### src/rtl/control_pkg.sv
// control_pkg: shared encodings for the multi-cycle RV32I-subset control unit.
package control_pkg;
  localparam logic [2:0] ST_FETCH  = 3'd0;
  localparam logic [2:0] ST_DECODE = 3'd1;
  localparam logic [2:0] ST_EXEC   = 3'd2;
  localparam logic [2:0] ST_MEM    = 3'd3;
  localparam logic [2:0] ST_WBACK  = 3'd4;
  localparam logic [2:0] ST_TRAP   = 3'd5;
  localparam logic [6:0] OP_R  = 7'b0110011;
  localparam logic [6:0] OP_I  = 7'b0010011;
  localparam logic [6:0] OP_LW = 7'b0000011;
  localparam logic [6:0] OP_SW = 7'b0100011;
  localparam logic [6:0] OP_BR = 7'b1100011;
  localparam logic [3:0] ALU_AND  = 4'b0000;
  localparam logic [3:0] ALU_OR   = 4'b0001;
  localparam logic [3:0] ALU_XOR  = 4'b0011;
  localparam logic [3:0] ALU_ADD  = 4'b0100;
  localparam logic [3:0] ALU_SLTU = 4'b0110;
  localparam logic [3:0] ALU_SLT  = 4'b0111;
  localparam logic [3:0] ALU_SUB  = 4'b1100;
  localparam logic [1:0] IMM_I = 2'b00;
  localparam logic [1:0] IMM_S = 2'b01;
  localparam logic [1:0] IMM_B = 2'b10;
  localparam int SB_N = 3;
  localparam int SB_Z = 2;
  localparam int SB_C = 1;
  localparam int SB_V = 0;
  function automatic logic [3:0] alu_dec(input logic [2:0] f3, input logic sub);
    return sub ? ALU_SUB :
           f3 == 3'b111 ? ALU_AND :
           f3 == 3'b110 ? ALU_OR :
           f3 == 3'b100 ? ALU_XOR :
           f3 == 3'b010 ? ALU_SLT :
           f3 == 3'b011 ? ALU_SLTU : ALU_ADD;
  endfunction
endpackage

### src/rtl/control_fsm_if.sv
// control_fsm_if: control <-> datapath signal bundle; master is the control unit.
interface control_fsm_if #(parameter int RET_W = 16);
  logic [31:0]      Instr;
  logic [3:0]       Status;
  logic [1:0]       imm_sel;
  logic             RegRW;
  logic             ALUsrc;
  logic [3:0]       ALUop;
  logic             MRW;
  logic             WB;
  logic             PCsrc;
  logic             PCen;
  logic             trap;
  logic [RET_W-1:0] retired;
  modport master(input Instr, Status,
                 output imm_sel, RegRW, ALUsrc, ALUop, MRW, WB, PCsrc, PCen, trap, retired);
  modport slave(output Instr, Status,
                input imm_sel, RegRW, ALUsrc, ALUop, MRW, WB, PCsrc, PCen, trap, retired);
endinterface

### src/rtl/branch_cond.sv
// branch_cond: branch-taken decision from funct3 and the {N,Z,C,V} flags of rs1-rs2.
module branch_cond import control_pkg::*; (
  input  logic [2:0] i_funct3,
  input  logic [3:0] i_status,
  output logic       o_taken
);
  logic w_lt;
  logic w_base;
  assign w_lt = i_status[SB_N] ^ i_status[SB_V];
  // funct3[0] inverts the base test; 010/011 are not branches
  assign w_base = i_funct3[2] ? (i_funct3[1] ? !i_status[SB_C] : w_lt) : i_status[SB_Z];
  assign o_taken = (w_base ^ i_funct3[0]) & !(!i_funct3[2] & i_funct3[1]);
endmodule

### src/rtl/control_fsm.sv
// control_fsm: multi-cycle control sequencer producing one-cycle write strobes,
// a PC update strobe, a sticky illegal-instruction trap and a retire counter.
module control_fsm import control_pkg::*; #(
  parameter int RET_W = 16
) (
  input logic          clk,
  input logic          reset,
  control_fsm_if.master bus
);
  logic [2:0]       r_state;
  logic [2:0]       w_next;
  logic [31:0]      r_ir;
  logic [RET_W-1:0] r_ret;
  logic [6:0]       w_op;
  logic [2:0]       w_f3;
  logic w_r, w_i, w_lw, w_sw, w_br;
  logic w_legal, w_taken, w_pcen;
  logic w_exec, w_mem, w_wb;
  logic w_unused;
  assign w_op = r_ir[6:0];
  assign w_f3 = r_ir[14:12];
  assign w_r  = w_op == OP_R;
  assign w_i  = w_op == OP_I;
  assign w_lw = w_op == OP_LW;
  assign w_sw = w_op == OP_SW;
  assign w_br = w_op == OP_BR;
  assign w_unused = ^{r_ir[31], r_ir[29:15], r_ir[11:7]};
  // shifts are not supported by the datapath; funct3 010/011 are not branches
  assign w_legal = ((w_r | w_i) & w_f3 != 3'b001 & w_f3 != 3'b101) |
                   (w_lw & w_f3 == 3'b010) | w_sw |
                   (w_br & !(!w_f3[2] & w_f3[1]));
  branch_cond u_branch_cond (
    .i_funct3(w_f3),
    .i_status(bus.Status),
    .o_taken (w_taken)
  );
  always_comb begin
    w_next = r_state == ST_FETCH  ? ST_DECODE :
             r_state == ST_DECODE ? (w_legal ? ST_EXEC : ST_TRAP) :
             r_state == ST_EXEC   ? (w_br ? ST_FETCH : (w_lw | w_sw) ? ST_MEM : ST_WBACK) :
             r_state == ST_MEM    ? (w_lw ? ST_WBACK : ST_FETCH) :
             r_state == ST_WBACK  ? ST_FETCH : ST_TRAP;
  end
  assign w_exec = r_state == ST_EXEC;
  assign w_mem  = r_state == ST_MEM;
  assign w_wb   = r_state == ST_WBACK;
  assign w_pcen = (w_exec & w_br) | (w_mem & w_sw) | w_wb;
  assign bus.imm_sel = w_exec ? (w_sw ? IMM_S : w_br ? IMM_B : IMM_I) : IMM_I;
  assign bus.ALUsrc  = w_exec & (w_i | w_lw | w_sw);
  assign bus.ALUop   = (!w_exec | w_lw | w_sw) ? ALU_ADD : w_br ? ALU_SUB : alu_dec(w_f3, w_r & r_ir[30]);
  assign bus.MRW     = w_mem & w_sw;
  assign bus.RegRW   = w_wb;
  assign bus.WB      = !(w_wb & w_lw);
  assign bus.PCsrc   = w_exec & w_br & w_taken;
  assign bus.PCen    = w_pcen;
  assign bus.trap    = r_state == ST_TRAP;
  assign bus.retired = r_ret;
  always_ff @(posedge clk or posedge reset) begin
    if (reset) begin
      r_state <= ST_FETCH;
      r_ir    <= '0;
      r_ret   <= '0;
    end else begin
      r_state <= w_next;
      if (r_state == ST_FETCH) r_ir <= bus.Instr;
      r_ret <= r_ret + RET_W'(w_pcen);
    end
  end
endmodule

### src/flat_wrapper.sv
// flat-port wrapper written by rule: the top's interface ports become plain ports
module control_fsm_flat import control_pkg::*;
#(
  parameter int RET_W = 16
)
  (clk, reset, bus_Instr, bus_Status, bus_imm_sel, bus_RegRW, bus_ALUsrc, bus_ALUop, bus_MRW, bus_WB, bus_PCsrc, bus_PCen, bus_trap, bus_retired);
  control_fsm_if #(.RET_W(RET_W)) bus_i ();
  input logic clk;
  input logic reset;
  input wire logic [$bits(bus_i.Instr)-1:0] bus_Instr;
  input wire logic [$bits(bus_i.Status)-1:0] bus_Status;
  output wire logic [$bits(bus_i.imm_sel)-1:0] bus_imm_sel;
  output wire logic [$bits(bus_i.RegRW)-1:0] bus_RegRW;
  output wire logic [$bits(bus_i.ALUsrc)-1:0] bus_ALUsrc;
  output wire logic [$bits(bus_i.ALUop)-1:0] bus_ALUop;
  output wire logic [$bits(bus_i.MRW)-1:0] bus_MRW;
  output wire logic [$bits(bus_i.WB)-1:0] bus_WB;
  output wire logic [$bits(bus_i.PCsrc)-1:0] bus_PCsrc;
  output wire logic [$bits(bus_i.PCen)-1:0] bus_PCen;
  output wire logic [$bits(bus_i.trap)-1:0] bus_trap;
  output wire logic [$bits(bus_i.retired)-1:0] bus_retired;
  assign bus_i.Instr = bus_Instr;
  assign bus_i.Status = bus_Status;
  assign bus_imm_sel = bus_i.imm_sel;
  assign bus_RegRW = bus_i.RegRW;
  assign bus_ALUsrc = bus_i.ALUsrc;
  assign bus_ALUop = bus_i.ALUop;
  assign bus_MRW = bus_i.MRW;
  assign bus_WB = bus_i.WB;
  assign bus_PCsrc = bus_i.PCsrc;
  assign bus_PCen = bus_i.PCen;
  assign bus_trap = bus_i.trap;
  assign bus_retired = bus_i.retired;
  control_fsm #(.RET_W(RET_W)) u_core (.clk(clk), .reset(reset), .bus(bus_i));
endmodule
### config.mk
export PLATFORM = sky130hd
export DESIGN_NAME = control_fsm_flat
export DESIGN_NICKNAME = d
export VERILOG_FILES = /design/src/rtl/control_pkg.sv /design/src/rtl/control_fsm_if.sv /design/src/rtl/branch_cond.sv /design/src/rtl/control_fsm.sv /design/src/flat_wrapper.sv
export SDC_FILE = /design/constraint.sdc
export NUM_CORES = 1
export LEC_CHECK = 0
export ABC_AREA = 1
export CAP_MARGIN = 25
export CELL_PAD_IN_SITES_DETAIL_PLACEMENT = 1
export CELL_PAD_IN_SITES_GLOBAL_PLACEMENT = 2
export CORE_MARGIN = 2
export CORE_UTILIZATION = 29
export DETAILED_ROUTE_END_ITERATION = 10
export DONT_BUFFER_PORTS = 1
export PLACE_DENSITY = 0.68
export SETUP_SLACK_MARGIN = 0.02
export SYNTH_ARGS = -nofsm -noshare
export SYNTH_HDL_FRONTEND = slang
export SYNTH_SLANG_ARGS = --single-unit
### constraint.sdc
create_clock -name clk -period 6 [get_ports clk]
set_input_delay 1.2 -clock clk [delete_from_list [all_inputs] [get_ports clk]]
set_output_delay 1.2 -clock clk [all_outputs]
set_load 0.02 [all_outputs]
==> results of run 1 <==
-- synthesized netlist by cell type, drive strengths merged --
cell type	instances
a21oi	14
and3	1
buf	2
dfrtp	30
ha	2
inv	27
mux2	3
nand2	41
nand3	20
nand3b	1
nand4	1
nor2	36
nor3	8
o2111a	1
o211ai	1
o21ai	1
or2	1
xnor2	5
xor2	7
-- layout make-up --
class                   count  share of cell area (%)
inverters                  27                    5.50
multi-input cells         143                    44.4
repair buffers              1                   0.407
clock buffers               7                    4.14
flip-flops and latches     30                    40.7
well taps                  72                    4.88
-- cell families after synthesis --
family,count (synthesis)
fa+ha+maj,2
xor+xnor,12
simple gates,109
mux,3
compound gates,17
buf+inv,29
flops,30
-- where the power goes --
group / internal, mW / leakage, nW / switching (mW)
logic: 0.0215 / 0.502 / 0.0455
clock network: 0.0796 / 0.0383 / 0.0667
registers: 0.222 / 0.380 / 0.0328
total: 0.323 / 0.921 / 0.145
-- worst paths after layout --
kind / to / slack, ns
max reg2reg: u_core.bus.retired[10]$_DFF_PP0_ / 3.39
min in group asynchronous: u_core.r_ir[1]$_DFFE_PP0N_ / 0.90
min reg2reg: u_core.r_ir[30]$_DFFE_PP0N_ / 0.52
min: u_core.r_ir[30]$_DFFE_PP0N_ / 0.52
max: bus_PCsrc / 2.89
max in group asynchronous: u_core.bus.retired[0]$_DFF_PP0_ / 4.82
-- metrics by stage --
stage          total power [mW]  setup slack, ns  hold WS (ns)  area [µm²]
2_1_floorplan             0.308             2.92         0.482        1690
3_3_place_gp              0.324             2.89         0.505        1770
3_5_place_dp              0.327             2.88         0.501        1770
4_1_cts                   0.479             2.88         0.525        1840
5_1_grt                   0.502             2.86         0.555        1840
6_report                  0.468             2.89         0.520        1840
-- registers in the layout (all words and copies together), names as in the netlist --
register,flops
u_core.r_ir,11
u_core.bus.retired,16
u_core.r_state,3
-- layer usage --
metal | GRT usage, % | vias up
met3 | 4.94 | 5
met2 | 20.4 | 25
met1 | 18.5 | 635
met4 | 3.56 | 0
met5 | 0 | -
li1 | - | 650
-- critical path, delay by kind of cell --
| family | cells | cell delay (ns) |
|---|---|---|
| and+or+nand+nor | 4 | 0.70 |
==> impl_metrics.yaml, run 1 <==
drt:
  highest-signal-layer: "met4"
  wl_per_cell_um: 14.3
  vias: 1315
  drtIter0Drc: 54
  first_pass_iters: 4
  routed_wirelength_um: 4000
  met2_length_um: 1810
  dr_wl_met3_um: 248
  antenna_left: 0
  route.detailed.drc: 0
  via_per_inst: 4.70
  met1_length_um: 1900
layout:
  stdcell_count: 280
  antennaDiodeCount: 0
  layout.nets: 248
  fill_cells: 679
  multi_input_area_um2: 818
  final_cell_mix: "nand2_1 (32), dfrtp_1 (30), nor2_1 (29)"
  utilization_pct: 33.1
  syn_to_final_growth_pct: 9.19
  seq_area_um2: 751
  drive_above_1_share_pct: 18.3
  mostFrequentLayoutCell: "nand2_1"
logic_synthesis:
  syn_area_per_cell_um2: 8.36
  synth_xor_area_share_pct: 6.22
  synth_area_leaders: "dfrtp_1 (44%), nand2_1 (7.1%), nor2_1 (6.4%)"
  synth-adder-area-share_pct: 1.48
  syn_nets: 242
  syn_inst: 202
  synth_top_family_by_area: "simple AND/OR/NAND/NOR gates"
  synth_compound_area_share_pct: 5.56
  yosys.area_share.simple_pct: 32.5
  synth_area_um2: 1690
  ys_seq_elements: 30
  synth_warnings: 0
  yosysTopAreaCell: "dfrtp_1"
  synthMuxAreaShare_pct: 2.67
  synth.distinct_cells: 28
  yosysSeqAreaShare_pct: 44.4
  synth_top_area_share_pct: 44.4
clock_tree:
  cts_setup_buffers: 0
  clock_latency_ns: 0.27
  cts_root_buffer: "clkbuf_8"
  cts_buffer_depth: 2
  cts_tree: "done"
  path_clk_slew_ns: 0.05
  postCtsResizedCells: 0
  cts_max_level: 2
  cts.hold.buffers_added: 0
  clkSinkCount: 30
  cts_buffers: 5
worst_hold_path:
  hold_path_class: "register to register"
  hold_start: "u_core.r_ir[30]$_DFFE_PP0N_"
  hold-path-cell-count: 1
run:
  maxCapViolCount: 0
placement:
  port_buffers: 0
  dp_hpwl_um: 3180
  place_congestion: 0.801
  post-place-cells: 273
setup_path:
  slowest_stage: "nor2_1"
  worstSetupStartpoint: "bus_Status[2]"
  r2r.worst_path.cells: 12
  critPathMaxFanout: 2
  crit-reg2reg-launch: "u_core.r_state[0]$_DFF_PP0_"
  max_stage_delay_ns: 0.30
  setup.worst_path.end_class: "output pin"
  path_class: "input port to output pin"
  worstSetupStartpointType: "input port"
  crit_chain: "or2_2 > nand3_1 > nand2_1 > nor2_1"
  critical_path_required_ns: 4.80
  arrival_ns: 1.91
sta:
  report.final.slew_viol_count: 0
  clock_skew_ns: 0.00558
  relSlewSlack_pct: 54.0
  max_freq_mhz: 322
  finalSetupTns_ns: 0
  rsz0062_at_grt: "false"
  final.period_utilization_pct: 51.8
  setup_viol: 0
  hold_viol: 0
  period_minus_slack_ns: 3.11
  worst_pin_slew_ns: 0.684
power_and_ir_drop:
  power_leakage_nw: 0.921
  vdd_ir_drop_max_v: 0.0000899
  pwr_density_cell_nw_per_um2: 254
floorplanning:
  dieArea_um2: 6450
  ios: 67
  start_util_pct: 30.3
  coreArea_um2: 5570
  die-width_um: 80.3
  die_h_um: 80.3
  row_count: 27
grt:
  grt_max_degree: 31
  grt_first_pass_wirelength_um: 6760
  gr-total-overflow: 0
  antenna_found_initial: 0
  grt_pass1_vias: 1345
  grtUsageTotal_pct: 13.6
outcome:
  outcome: "complete, no violations"
No activity file was read; power rests on OpenSTA's default activity.
==> run 2, diff against run 1 <==
- clock period: 6 -> 3 ns (I/O delays scaled with it)
==> run 2 against run 1 <==
  * Count of clock-buffer cells in the layout did not move
  * Total power rose by 100%
  * Routed wire length rose by 2.6%
  * Sequential power rose by 100%
  * Clock power rose by 110%
  * Combinational power rose by 110%
  * Sequential cell count did not move
  * Via count rose by 1.4%
  * Global-route usage rose by 0.24 points
  * Worst setup slack got worse by 2.5 ns
  * Non-clock buffer count rose by 1
  * First-iteration DRC count fell by 19%
  * Largest cell class unchanged
  * Largest power group unchanged
  * Highest routed layer unchanged
==> impl_metrics.yaml, run 2 (synthesis gave the netlist of run 1 again) <==
drt:
  antenna_left: 0
  route.detailed.drc: 0
  wl_per_cell_um: 14.6
  vias: 1334
  first_pass_iters: 4
  drtIter0Drc: 44
  via_per_inst: 4.75
  routed_wirelength_um: 4100
sta:
  max_freq_mhz: 391
  worst_pin_slew_ns: 0.705
  relSlewSlack_pct: 52.6
  hold_viol: 0
  final.period_utilization_pct: 85.3
  report.final.slew_viol_count: 0
  fin_ws_ns: 0.440
  finalSetupTns_ns: 0
  setup_viol: 0
  period_minus_slack_ns: 2.56
  fin_hold_ws_ns: 0.284
  clock_skew_ns: 0.00775
  rsz0062_at_grt: "false"
outcome:
  outcome: "complete, no violations"
floorplanning:
  start_util_pct: 30.3
  ios: 67
  die-width_um: 80.3
  dieArea_um2: 6450
  row_count: 27
  die_h_um: 80.3
  coreArea_um2: 5570
grt:
  grtUsageMet1_pct: 17.6
  use_met3_pct: 6.63
  gr-total-overflow: 0
  grt_max_degree: 31
  grt_first_pass_wirelength_um: 6760
  grt_busiest_layer: "met2"
  antenna_found_initial: 0
  grtUsageTotal_pct: 13.8
  grt.met2_usage_pct: 20.8
  grt_pass1_vias: 1382
run:
  maxCapViolCount: 0
layout:
  utilization_pct: 33.2
  antennaDiodeCount: 0
  layout.nets: 249
  fill_cells: 695
  syn_to_final_growth_pct: 9.63
  design_area_um2: 1850
  largest_register_ff_count: 16
  drive_above_1_share_pct: 18.7
  stdcell_count: 281
  final_cell_mix: "nand2_1 (32), dfrtp_1 (30), nor2_1 (29)"
  mostFrequentLayoutCell: "nand2_1"
setup_path:
  path_class: "register to register"
  critical_path_required_ns: 3.20
  setup.worst_path.end_class: "register"
  critPathMaxFanout: 4
  worstSetupStartpointType: "register"
  arrival_ns: 2.76
worst_hold_path:
  hold_path_class: "input port to asynchronous set/reset pin"
power_and_ir_drop:
  pwr_density_cell_nw_per_um2: 511
  power.total_mw: 0.947
  power_leakage_nw: 0.926
  vdd_ir_drop_max_v: 0.000192
clock_tree:
  cts_setup_buffers: 0
  cts.hold.buffers_added: 0
  cts_buffer_depth: 2
  cts_buffers: 5
  path_clk_slew_ns: 0.06
  postCtsResizedCells: 0
  clock_latency_ns: 0.28
  clkSinkCount: 30
  cts_max_level: 2
  cts_tree: "done"
  cts_root_buffer: "clkbuf_8"
placement:
  place_congestion: 0.801
  dp_slack_ns: 0.379
  port_buffers: 0
  dp_hpwl_um: 3220
  place_area_um2: 1780
  post-place-cells: 274
[run 2: cell types whose count changed in the layout (fill, tap and decap cells not counted)]
cell and delta:
buf_4 +1
[run 2: where the power goes]
group          internal (mW)  switching (mW)  leakage, nW  total [mW]
registers              0.443          0.0652        0.380       0.509
logic                 0.0450          0.0925        0.508       0.138
clock network          0.159           0.141       0.0383       0.301
[run 2: worst paths after layout]
kind | from | end | slack, ns | cells past startpoint
max | u_core.r_ir[4]$_DFFE_PP0N_ | u_core.bus.retired[10]$_DFF_PP0_ | 0.44 | 14
min | reset | u_core.bus.retired[5]$_DFF_PP0_ | 0.28 | 2
max reg2reg | u_core.r_ir[4]$_DFFE_PP0N_ | u_core.bus.retired[10]$_DFF_PP0_ | 0.44 | 14
min reg2reg | u_core.r_ir[30]$_DFFE_PP0N_ | u_core.r_ir[30]$_DFFE_PP0N_ | 0.52 | 1
max in group asynchronous | reset | u_core.r_state[0]$_DFF_PP0_ | 2.41 | 2
min in group clk | bus_Instr[1] | u_core.r_ir[1]$_DFFE_PP0N_ | 0.46 | 1
[run 2: critical path: stages, from the launching register on]
cell and delay (ns):
dfrtp_1 0.43, nor2_2 0.21, inv_2 0.07, nor2_4 0.13
nand3_2 0.09, inv_1 0.19, nor2_1 0.06, nand2_1 0.22
ha_1 0.23, ha_1 0.21, inv_1 0.07, nor2_2 0.17
nand2_1 0.11, nor2_1 0.13, xor2_1 0.17
[run 2: metal layers]
layer	share of wire (%)	vias up
li1	-	652
met1	45	649
met2	47	26
met3	6.7	7
met4	1.1	0
met5	0	-
[run 2: layout make-up]
cell class                      instances  area (µm²)  area share (%)
Clock buffer                            7        76.3            4.12
Inverter                               27         101            5.47
Multi-Input combinational cell        143         818            44.2
Sequential cell                        30         751            40.5
Tap cell                               72        90.1            4.86
Timing Repair Buffer                    2        15.0           0.811
